### src/rtl/div_pkg.sv
// Shared definitions for the sequential restoring divider: width, FSM states
// and the step counter width.
package div_pkg;
    localparam int WIDTH = 8;
    localparam int CNT_W = $clog2(WIDTH + 1);

    typedef enum logic [1:0] {
        IDLE = 2'd0,
        RUN  = 2'd1,
        DONE = 2'd2
    } state_t;
endpackage

### src/rtl/div_step.sv
// One combinational restoring-division step: shift in the next dividend bit,
// trial-subtract the divisor, keep the difference only if it did not go negative.
module div_step
    import div_pkg::*;
#(
    parameter int W = WIDTH
) (
    input  logic [W:0]   rem_in,
    input  logic         msb_in,
    input  logic [W-1:0] divisor,
    output logic [W:0]   rem_out,
    output logic         q_bit
);
    logic [W+1:0] w_shift;
    logic [W+1:0] w_trial;

    // One spare top bit on the trial so its sign tells us whether to restore.
    assign w_shift = {rem_in, msb_in};
    assign w_trial = w_shift - {2'b00, divisor};
    assign q_bit   = ~w_trial[W+1];
    assign rem_out = q_bit ? w_trial[W:0] : w_shift[W:0];
endmodule

### src/rtl/div.sv
// 8-bit unsigned sequential divider: start/done handshake, one quotient bit per
// clock, result registered on C/R/dbz and held until the next completion.
module div
    import div_pkg::*;
#(
    parameter int WIDTH = div_pkg::WIDTH
) (
    input  logic             clk,
    input  logic             rst_n,
    input  logic             start,
    input  logic [WIDTH-1:0] A,
    input  logic [WIDTH-1:0] B,
    output logic [WIDTH-1:0] C,
    output logic [WIDTH-1:0] R,
    output logic             busy,
    output logic             done,
    output logic             dbz
);
    localparam int CW = $clog2(WIDTH + 1);

    state_t           r_state;
    logic [CW-1:0]    r_cnt;
    logic [WIDTH:0]   r_rem;
    logic [WIDTH-1:0] r_dvd;
    logic [WIDTH-1:0] r_dvs;
    logic [WIDTH-1:0] r_c;
    logic [WIDTH-1:0] r_r;
    logic             r_busy;
    logic             r_done;
    logic             r_dbz;

    logic [WIDTH:0]   w_rem;
    logic             w_q;

    div_step #(.W(WIDTH)) u_step (
        .rem_in  (r_rem),
        .msb_in  (r_dvd[WIDTH-1]),
        .divisor (r_dvs),
        .rem_out (w_rem),
        .q_bit   (w_q)
    );

    // Quotient bits shift into the low end of the dividend register as the
    // dividend bits leave the top, so after WIDTH steps it holds the quotient.
    always_ff @(posedge clk or negedge rst_n) begin
        if (!rst_n) begin
            r_state <= IDLE;
            r_cnt   <= '0;
            r_rem   <= '0;
            r_dvd   <= '0;
            r_dvs   <= '0;
            r_c     <= '0;
            r_r     <= '0;
            r_busy  <= 1'b0;
            r_done  <= 1'b0;
            r_dbz   <= 1'b0;
        end else begin
            case (r_state)
                IDLE: begin
                    r_done <= 1'b0;
                    if (start) begin
                        r_dvd   <= A;
                        r_dvs   <= B;
                        r_rem   <= '0;
                        r_cnt   <= '0;
                        r_busy  <= 1'b1;
                        r_state <= RUN;
                    end
                end
                RUN: begin
                    r_rem <= w_rem;
                    r_dvd <= {r_dvd[WIDTH-2:0], w_q};
                    r_cnt <= r_cnt + CW'(1);
                    if (r_cnt == CW'(WIDTH - 1)) begin
                        r_c     <= {r_dvd[WIDTH-2:0], w_q};
                        r_r     <= w_rem[WIDTH-1:0];
                        r_dbz   <= (r_dvs == '0);
                        r_done  <= 1'b1;
                        r_state <= DONE;
                    end
                end
                DONE: begin
                    // The edge leaving DONE is the first one that may accept a
                    // new request, giving one division per WIDTH+1 cycles.
                    r_done <= 1'b0;
                    if (start) begin
                        r_dvd   <= A;
                        r_dvs   <= B;
                        r_rem   <= '0;
                        r_cnt   <= '0;
                        r_state <= RUN;
                    end else begin
                        r_busy  <= 1'b0;
                        r_state <= IDLE;
                    end
                end
                default: begin
                    r_busy  <= 1'b0;
                    r_done  <= 1'b0;
                    r_state <= IDLE;
                end
            endcase
        end
    end

    assign C    = r_c;
    assign R    = r_r;
    assign busy = r_busy;
    assign done = r_done;
    assign dbz  = r_dbz;
endmodule

### config.mk
export PLATFORM = sky130hd
export DESIGN_NAME = div
export DESIGN_NICKNAME = d
export VERILOG_FILES = /design/src/rtl/div_pkg.sv /design/src/rtl/div_step.sv /design/src/rtl/div.sv
export SDC_FILE = /design/constraint.sdc
export NUM_CORES = 1
export LEC_CHECK = 0
export ABC_CLOCK_PERIOD_IN_PS = 3900
export CAP_MARGIN = 25
export CORE_MARGIN = 3
export CORE_UTILIZATION = 30
export CTS_CLUSTER_SIZE = 25
export DETAILED_ROUTE_END_ITERATION = 12
export MAX_ROUTING_LAYER = met4
export PLACE_DENSITY_LB_ADDON = 0.05
export SYNTH_ARGS = -nofsm -noshare
export SYNTH_HDL_FRONTEND = slang
export SYNTH_SLANG_ARGS = --single-unit
### constraint.sdc
create_clock -name clk -period 3.9 [get_ports clk]
set_input_delay 0.39 -clock clk [delete_from_list [all_inputs] [get_ports clk]]
set_output_delay 0.39 -clock clk [all_outputs]
set_load 0.05 [all_outputs]
==> flow_metrics.env <==
export IMPL_synthArstFlopShare_pct=100
export IMPL_yosys_top_cells_area="dfrtp_1 52%, nand2_1 9.3%, o21ai_0 6.8%, mux2i_1 5.8%, ha_1 4.7%"
export IMPL_clk_path_buf_depth=2
export IMPL_crit_path_end_kind="flip-flop"
export IMPL_maxCapViolCount=0
export IMPL_status="complete, no violations"
export IMPL_cts_made_buffers=5
export IMPL_root_buffer="clkbuf_8"
export IMPL_fp_dieW_microns=95.7
export IMPL_dieArea_sq_um=9160
export IMPL_crit_fanout=11
export IMPL_antenna_cells=0
export IMPL_hold_buffers=0
export IMPL_fin_crit_sh_pct=63.9
export IMPL_place_congestion=0.762
export IMPL_synth_nets=279
export IMPL_rr_startpoint="r_dvs[6]"
export IMPL_fin_skew_ns=0.0114
export IMPL_htree_levels=2
export IMPL_io_buffers=37
export IMPL_ys_flop_type="dfrtp_1"
export IMPL_fin_crit_ns=2.49
export IMPL_ys_seq_elements=50
export IMPL_netlist_top_cells_count="60 x nand2_1, 50 x dfrtp_1, 33 x o21ai_0, 14 x mux2i_1, 13 x inv_1"
export IMPL_crit_chain="inv_1 > ha_1 > a21o_1 > a221o_1 > o21ai_0 > and2_4 > mux2i_1 > o21ai_0"
export IMPL_num_vias=1826
export IMPL_grt_overflow_total=0
export IMPL_hold_violations=0
export IMPL_synth_cell_types=36
export IMPL_start_kind="flip-flop"
export IMPL_dp_hpwl_mm=4.02
export IMPL_clock_sinks=50
export IMPL_ant_nets=0
export IMPL_ctsResizeCount=0
export IMPL_r2r_setup_slack_ns=1.41
export IMPL_synth_yosys_warnings=0
export IMPL_rows=32
export IMPL_layout_nets=316
export IMPL_slowest_stage="dfrtp_1"
export IMPL_dr_pass1_iters=4
export IMPL_fp_coreArea_sq_um=7770
export IMPL_reg2reg_depth=8
export IMPL_r2r_end="R[5]"
export IMPL_netlist_area_leader_share_pct=51.8
export IMPL_post_route_drc_count=0
export IMPL_grt_max_degree=35
export IMPL_start_util_pct=31.1
export IMPL_syn_area_sq_um=2410
export IMPL_track_usage_pct=14.0
export IMPL_clock_latency_ns=0.31
export IMPL_routedWlPerCell_microns=14.6
export IMPL_cpMostUsedCell="o21ai_0"
export IMPL_fillers=811
export IMPL_io_pins=38
export IMPL_layout_drive_gt1_share_pct=6.94
export IMPL_cpPeakStageDelay_ns=0.37
export IMPL_netlist_instances=250
export IMPL_synth_most_common_cell="nand2_1"
export IMPL_hp_class="in2async"
export IMPL_finalSetupViolCount=0
export IMPL_drt_iter0_markers=70
export IMPL_slew_headroom_pct=30.5
export IMPL_antenna_found_initial=0
export IMPL_clock_fmax_mhz=401
export IMPL_critical_path_class="reg2reg"
export IMPL_postCtsSetupBuffers=0
export IMPL_clk_pin_slew_ns=0.09
export IMPL_synth_top_area_cell="dfrtp_1"
export IMPL_syn_avg_cell_area_sq_um=9.65
export IMPL_arrival_ns=2.67
export IMPL_cp_data_required_time_ns=4.08
export IMPL_setup_tns_ns=0
export IMPL_worst_pin_slew_ns=1.04
export IMPL_cts_tree="yes"
export IMPL_rsz0062_at_grt="no"
export IMPL_synth_edf_count=0
export IMPL_area_growth_pct=23.6
export IMPL_grt_pass1_vias=1826
export IMPL_ys_seq_area_share_pct=51.8
export IMPL_vias_per_cell=4.68
export IMPL_slew_violations=0
export IMPL_grt_pass1_wl_mm=9.51
export IMPL_wirelength_mm=5.69
export IMPL_die_h_microns=95.7
==> routing by layer <==
metal  global-route usage, %  wire length, microns  vias to the layer above
met4                    4.27                    59                        0
li1                        -                     -                      921
met3                    2.58                   197                        5
met2                    19.7                  2440                       26
met5                       -                     0                        -
met1                    20.5                  3000                      874
==> cells by family (layout without fill, tap and decap cells) <==
group           Yosys count  after routing  synth area share [%]
flops                    50             50                  51.8
xor+xnor                  5              5                  1.81
simple gates             87             87                  15.5
compound gates           57             57                  14.0
buf+inv                  24             62                  4.10
mux                      17             17                  7.21
fa+ha+maj                10             10                  5.50
==> critical path, delay by kind of cell (launching register included) <==
kind | cells | cell delay, ns
compound gates | 4 | 0.97
fa+ha+maj | 1 | 0.34
buf+inv | 1 | 0.07
flops | 1 | 0.37
mux | 1 | 0.30
simple gates | 1 | 0.32
==> metrics by stage <==
stage          setup slack (ns)  utilization, %  instance area, sq um  cells  hold WS (ns)
2_1_floorplan              1.53               -                  2410    250        0.0944
3_3_place_gp               1.32            37.2                  2890    382         0.460
3_5_place_dp               1.30            37.2                  2890    382         0.464
4_1_cts                    1.41            38.4                  2980    390         0.183
5_1_grt                    1.20            38.4                  2980    390         0.220
6_report                   1.41            38.4                  2980    390         0.159
==> flip-flops by register name (all words and copies together) (netlist names) <==
signal   flops
done         1
r_dvs        8
r_dvd        8
R            8
r_cnt        4
C            8
busy         1
r_rem        9
dbz          1
r_state      2
==> cell type report <==
| class | count | area (sq um) | area share (%) |
|---|---|---|---|
| clock buffers | 6 | 82.6 | 2.77 |
| clock inverters | 2 | 12.5 | 0.419 |
| inverters | 13 | 48.8 | 1.64 |
| multi-input cells | 176 | 1070 | 35.7 |
| flip-flops and latches | 50 | 1250 | 41.9 |
| well taps | 102 | 128 | 4.28 |
| repair buffers | 41 | 395 | 13.2 |
==> placed cells by master (no fill, tap or decap), types with 3 or more instances in the layout <==
cell	netlist	routed
a21o_1	4	4
buf_4	0	4
dfrtp_1	50	50
a21oi_1	5	5
clkbuf_8	0	6
ha_1	9	9
nor2b_1	4	4
inv_1	13	13
a31oi_1	3	3
o21ai_0	33	33
nor2_1	10	9
xnor2_1	3	3
a22o_1	3	3
mux2_2	3	3
mux2i_1	14	14
clkdlybuf4s50_1	0	36
nand2_1	60	60
==> worst max-delay path by stage <==
stage	to	startpoint	slack [ns]
3_5_place_dp	r_dvd[0]	start	1.30
4_1_cts	R[5]	r_rem[5]	1.41
5_1_grt	R[5]	r_dvs[6]	1.20
3_3_place_gp	r_dvd[0]	start	1.32
6_report	R[5]	r_dvs[6]	1.41
2_1_floorplan	R[1]	r_rem[5]	1.53
Power is left out: the tool's default activity adds up to more than one toggle a clock period on the data nets, which glitch-free logic cannot reach.
==> variant 1, RTL diff (same settings) <==
Re-encode `state_t` (3 states) as one-hot, 3 bits wide.
--- a/src/rtl/div_pkg.sv
+++ b/src/rtl/div_pkg.sv
@@ -4,10 +4,10 @@
     localparam int WIDTH = 8;
     localparam int CNT_W = $clog2(WIDTH + 1);
 
-    typedef enum logic [1:0] {
-        IDLE = 2'd0,
-        RUN  = 2'd1,
-        DONE = 2'd2
+    typedef enum logic [2:0] {
+        IDLE = 3'b001,
+        RUN  = 3'b010,
+        DONE = 3'b100
     } state_t;
 endpackage
 
Formal check against the unedited RTL: same outputs for any inputs over 10 cycles, from zero or initial values and one cycle with rst_n low; not proved beyond that.
==> variant 1 against the original RTL <==
- wire length grew 1.2%
- sequential cell count grew 1
- largest cell class unchanged
- final area grew 0.88%
- hold slack lost 0.034 ns
- synthesized area grew 1.7%
- critical path type unchanged
- worst setup slack lost 0.038 ns
==> variant 1: results (changes against the original RTL) <==
stage;metric;value;unit;change
yosys;ys_types;43;;+19%
pwr;p_leak;1.38;nW;
yosys;synth-seq-cells;51;;+2.0%
yosys;yosysSeqAreaShare;52.0;%;+0.20 points
yosys;yosys_warnings;0;;unchanged
yosys;synth_nets;289;;+3.6%
cells_and_area;final_net_count;327;;+3.5%
hold_path;min_path_type;in2async;;
timing;clock_skew;0.0108;ns;-0.000651 ns
global_route;grt_use_total;13.7;%;-0.33 points
clock_network;htree_levels;2;;unchanged
clock_network;post_cts_resized;0;;unchanged
placement;hpwl;4090;µm;+1.8%
timing;tightest_slew;0.685;ns;-0.356 ns
cells_and_area;drive_above_1_share;6.35;%;-0.59 points
detailed_routing;dr.first_iter.drc_count;46;;-34%
global_route;grt_start_max_net_pins;31;;-11%
clock_network;cts_setup_buffers;0;;unchanged
cells_and_area;largest_register_ffs;9;;unchanged
yosys;synthTopCellsByCount;nand2_1, dfrtp_1, o21ai_0;;
detailed_routing;vias;1914;;+4.8%
clock_network;cts_inserted_buffers;5;;unchanged
clock_network;cts-root-buf;clkbuf_8;;
global_route;antenna_found_initial;0;;unchanged
critical_path;worstPathArrival;2.75;ns;+0.08 ns
global_route;grt_pass1_wl;9340;µm;-1.8%
detailed_routing;wl;5760;µm;+1.2%
yosys;synth_area_leaders;dfrtp_1, nand2_1, o21ai_0;;
placement;place_congestion;0.831;;+9.1%
cells_and_area;nFillCells;841;;+3.7%
global_route;grt_pass1_vias;1827;;+0.055%
status;status;finished, final reports clean;;
clock_network;cts.path.max_buffers;2;;unchanged
## variant 1: cell types whose count changed after synthesis, sizes merged, moves of 2 or more
cell | before | now
nor2 | 10 | 24
mux2i | 14 | 5
o22ai | 2 | 8
nand3 | 2 | 7
o21ai | 33 | 28
a22o | 3 | 0
inv | 13 | 10
nor2b | 4 | 1
xor2 | 2 | 5
a21oi | 5 | 3
clkinv | 0 | 2
nand3b | 0 | 2
## variant 1: worst paths after layout
check | start | to | slack [ns] | cells past startpoint
min | rst_n | C[0] | 0.12 | 1
min reg2reg | C[1] | C[1] | 0.48 | 2
max | r_rem[5] | R[0] | 1.37 | 7
max reg2reg | r_rem[5] | R[0] | 1.37 | 7
min in group clk | C[1] | C[1] | 0.48 | 2
max in group asynchronous | rst_n | r_dvs[7] | 3.02 | 2
## variant 1: through the flow
step                std cells  hold slack [ns]  util [%]  worst slack, ns  cell area (µm²)
finish                    401            0.125      38.4             1.37             3010
global route              401            0.195      38.4             1.21             3010
global placement          393            0.458      37.3             1.45             2930
CTS                       401            0.151      38.4             1.36             3010
detailed placement        393            0.464      37.3             1.39             2930
floorplan                 260           0.0944         -             1.52             2450
## variant 1: power by group through the flow
stage	logic [mW]	registers, mW	clock network (mW)
after floorplan	0.798	0.769	0
after global placement	1.01	0.784	0
after detailed placement	1.02	0.785	0
after CTS	1.03	0.774	0.309
after global routing	1.15	0.795	0.328
final	1.01	0.774	0.294
## variant 1: per-layer routing
metal	wire length, µm	vias to the layer above	GRT usage, %
met5	0	-	-
met4	48	0	3.39
met3	200	5	2.71
met2	2380	39	18.7
met1	3130	914	20.6
li1	-	956	-
## variant 1: cell families (layout without fill, tap and decap cells)
family                   count (synthesis)  in the layout  share of synthesized area [%]
AND/OR/NAND/NOR                        107            107                           19.1
AO/OA/AOI/OAI                           56             56                           14.0
flip-flops                              51             51                           52.0
buffers and inverters                   21             60                           3.52
adder cells (fa/ha/maj)                 10             10                           5.40
XOR/XNOR                                 8              8                           2.85
multiplexers                             7              7                           3.11
## variant 1: layout make-up
| type | instances | area, µm² | area share (%) |
|---|---|---|---|
| sequential | 51 | 1280 | 42.4 |
| multi-input combinational | 188 | 1090 | 36.2 |
| timing repair buffer | 40 | 388 | 12.9 |
| tap | 102 | 128 | 4.24 |
| clock buffer | 7 | 76.3 | 2.54 |
| inverter | 12 | 45.0 | 1.50 |
| clock inverter | 1 | 5.00 | 0.166 |
## variant 1: worst max-delay path, cell delays in order (launching register included)
cell	delay (ns)
dfrtp_1	0.41
ha_1	0.38
a21o_1	0.21
a221o_1	0.36
o21ai_0	0.25
and2_4	0.32
mux2_2	0.37
o21ai_0	0.15
==> variant 2, RTL diff (config.mk and constraints unchanged) <==
Without the edit above. Set the package constant `WIDTH` to 4 (it was 8).
--- a/src/rtl/div_pkg.sv
+++ b/src/rtl/div_pkg.sv
@@ -1,7 +1,7 @@
 // Shared definitions for the sequential restoring divider: width, FSM states
 // and the step counter width.
 package div_pkg;
-    localparam int WIDTH = 8;
+    localparam int WIDTH = 4;
     localparam int CNT_W = $clog2(WIDTH + 1);
 
     typedef enum logic [1:0] {
Ports: changed (resized A, B, C and R); port bits go from 38 to 22. No check against the original RTL was run, so the function may have changed too.
==> variant 2 against the original RTL <==
- worst setup slack improved by 0.39 ns
- die area decreased by 39%
- wire length decreased by 51%
- sequential share of layout area decreased by 1.5 points
- final area decreased by 40%
- sequential cell count decreased by 21
- critical endpoint is now R[2]
- synthesized area decreased by 42%
Power is left out: the tool's default activity adds up to more than one toggle a clock period on the data nets, which glitch-free logic cannot reach.
==> variant 2: results (changes against the original RTL) <==
stage;metric;value;unit;change
global_route;grt_pass1_vias;1025;;-44%
critical_path;cp_slowest_cell;dfrtp_1;;
global_route;use_met1;17.2;%;-3.3 points
detailed_routing;met3WireLength;121;µm;-39%
detailed_routing;dr.first_iter.drc_count;58;;-17%
clock_network;htree_levels;2;;unchanged
detailed_routing;wl;2810;µm;-51%
cells_and_area;fin_cells;209;;-46%
placement;dp.cells;201;;-47%
timing;clock_skew;0.00267;ns;-0.00875 ns
cells_and_area;largest_register_ffs;5;;-4
status;status;finished, final reports clean;;
yosys;ys_types;30;;-17%
clock_network;post_cts_resized;0;;unchanged
yosys;synth_nets;149;;-47%
critical_path;worstPathMaxFanout;5;;-6
cells_and_area;final_net_count;174;;-45%
clock_network;cts_setup_buffers;0;;unchanged
detailed_routing;wl_met2;1250;µm;-49%
critical_path;cp_top_family;compound AO/OA/AOI/OAI gates;;
critical_path;critPathMaxStageDelay;0.38;ns;
placement;place_congestion;0.730;;-4.2%
timing;tightest_slew;0.933;ns;-0.107 ns
yosys;postSynthCellCount;131;;-48%
global_route;grt_start_max_net_pins;30;;-14%
yosys;yosysSeqAreaShare;51.5;%;-0.33 points
critical_path;worstPathArrival;2.25;ns;-0.42 ns
clock_network;clock_latency;0.28;ns;-0.03 ns
global_route;grtUsageMet2;16.6;%;-3.1 points
yosys;synthTopCellsByCount;dfrtp_1, nand2_1, o21ai_0;;
global_route;grt_use_total;12.6;%;-1.5 points
global_route;grt_pass1_wl;4990;µm;-48%
clock_network;cts-root-buf;clkbuf_8;;
clock_network;path_clk_slew;0.06;ns;-0.03 ns
hold_path;min_path_type;reg2reg;;
cells_and_area;drive_above_1_share;12.7;%;+5.8 points
global_route;grt_util_met3;4.46;%;+1.9 points
detailed_routing;wl_met1;1400;µm;-53%
detailed_routing;viasPerCell;4.75;;+1.4%
yosys;synth_area_leaders;dfrtp_1, ha_1, nand2_1;;
clock_network;cts.path.max_buffers;2;;unchanged
placement;io_buffers;21;;-43%
placement;hpwl;2020;µm;-50%
variant 2: kinds of logic (layout without fill, tap and decap cells):
logic type | after synthesis | count (layout) | synth area share (%)
flops | 29 | 29 | 51.5
xor+xnor | 2 | 2 | 1.24
mux | 10 | 10 | 7.81
simple gates | 33 | 33 | 10.8
fa+ha+maj | 7 | 7 | 6.75
buf+inv | 13 | 39 | 3.73
compound gates | 37 | 37 | 18.1
variant 2: layout make-up:
cell class	instances	area (µm²)
Fill cell	444	2650
Timing Repair Buffer	23	225
Multi-Input combinational cell	89	631
Tap cell	52	65.1
Clock inverter	1	30.0
Sequential cell	29	726
Clock buffer	7	86.3
Inverter	8	30.0
variant 2: tightest hold or removal path: cells and delay by family, from the launching register on:
kind / cells / cell delay, ns
compound gates: 1 / 0.05
flops: 1 / 0.34
simple gates: 1 / 0.06
variant 2: path summary, 6_finish.rpt:
| kind | end | from | cells after the start | slack (ns) |
|---|---|---|---|---|
| max reg2reg | R[2] | r_dvs[1] | 7 | 1.80 |
| min in group asynchronous | dbz | rst_n | 2 | 0.49 |
| max | R[2] | r_dvs[1] | 7 | 1.80 |
| min reg2reg | R[0] | R[0] | 2 | 0.47 |
| max in group asynchronous | r_dvd[0] | rst_n | 2 | 3.13 |
| min | R[0] | R[0] | 2 | 0.47 |
variant 2: through the flow:
stage,util [%],setup slack (ns),area [µm²],hold WS (ns)
3_3_place_gp,37.7,1.70,1680,0.463
6_report,40.3,1.80,1790,0.474
2_1_floorplan,-,2.00,1410,0.0944
5_1_grt,40.3,1.67,1790,0.514
4_1_cts,40.3,1.77,1790,0.482
3_5_place_dp,37.7,1.63,1680,0.466
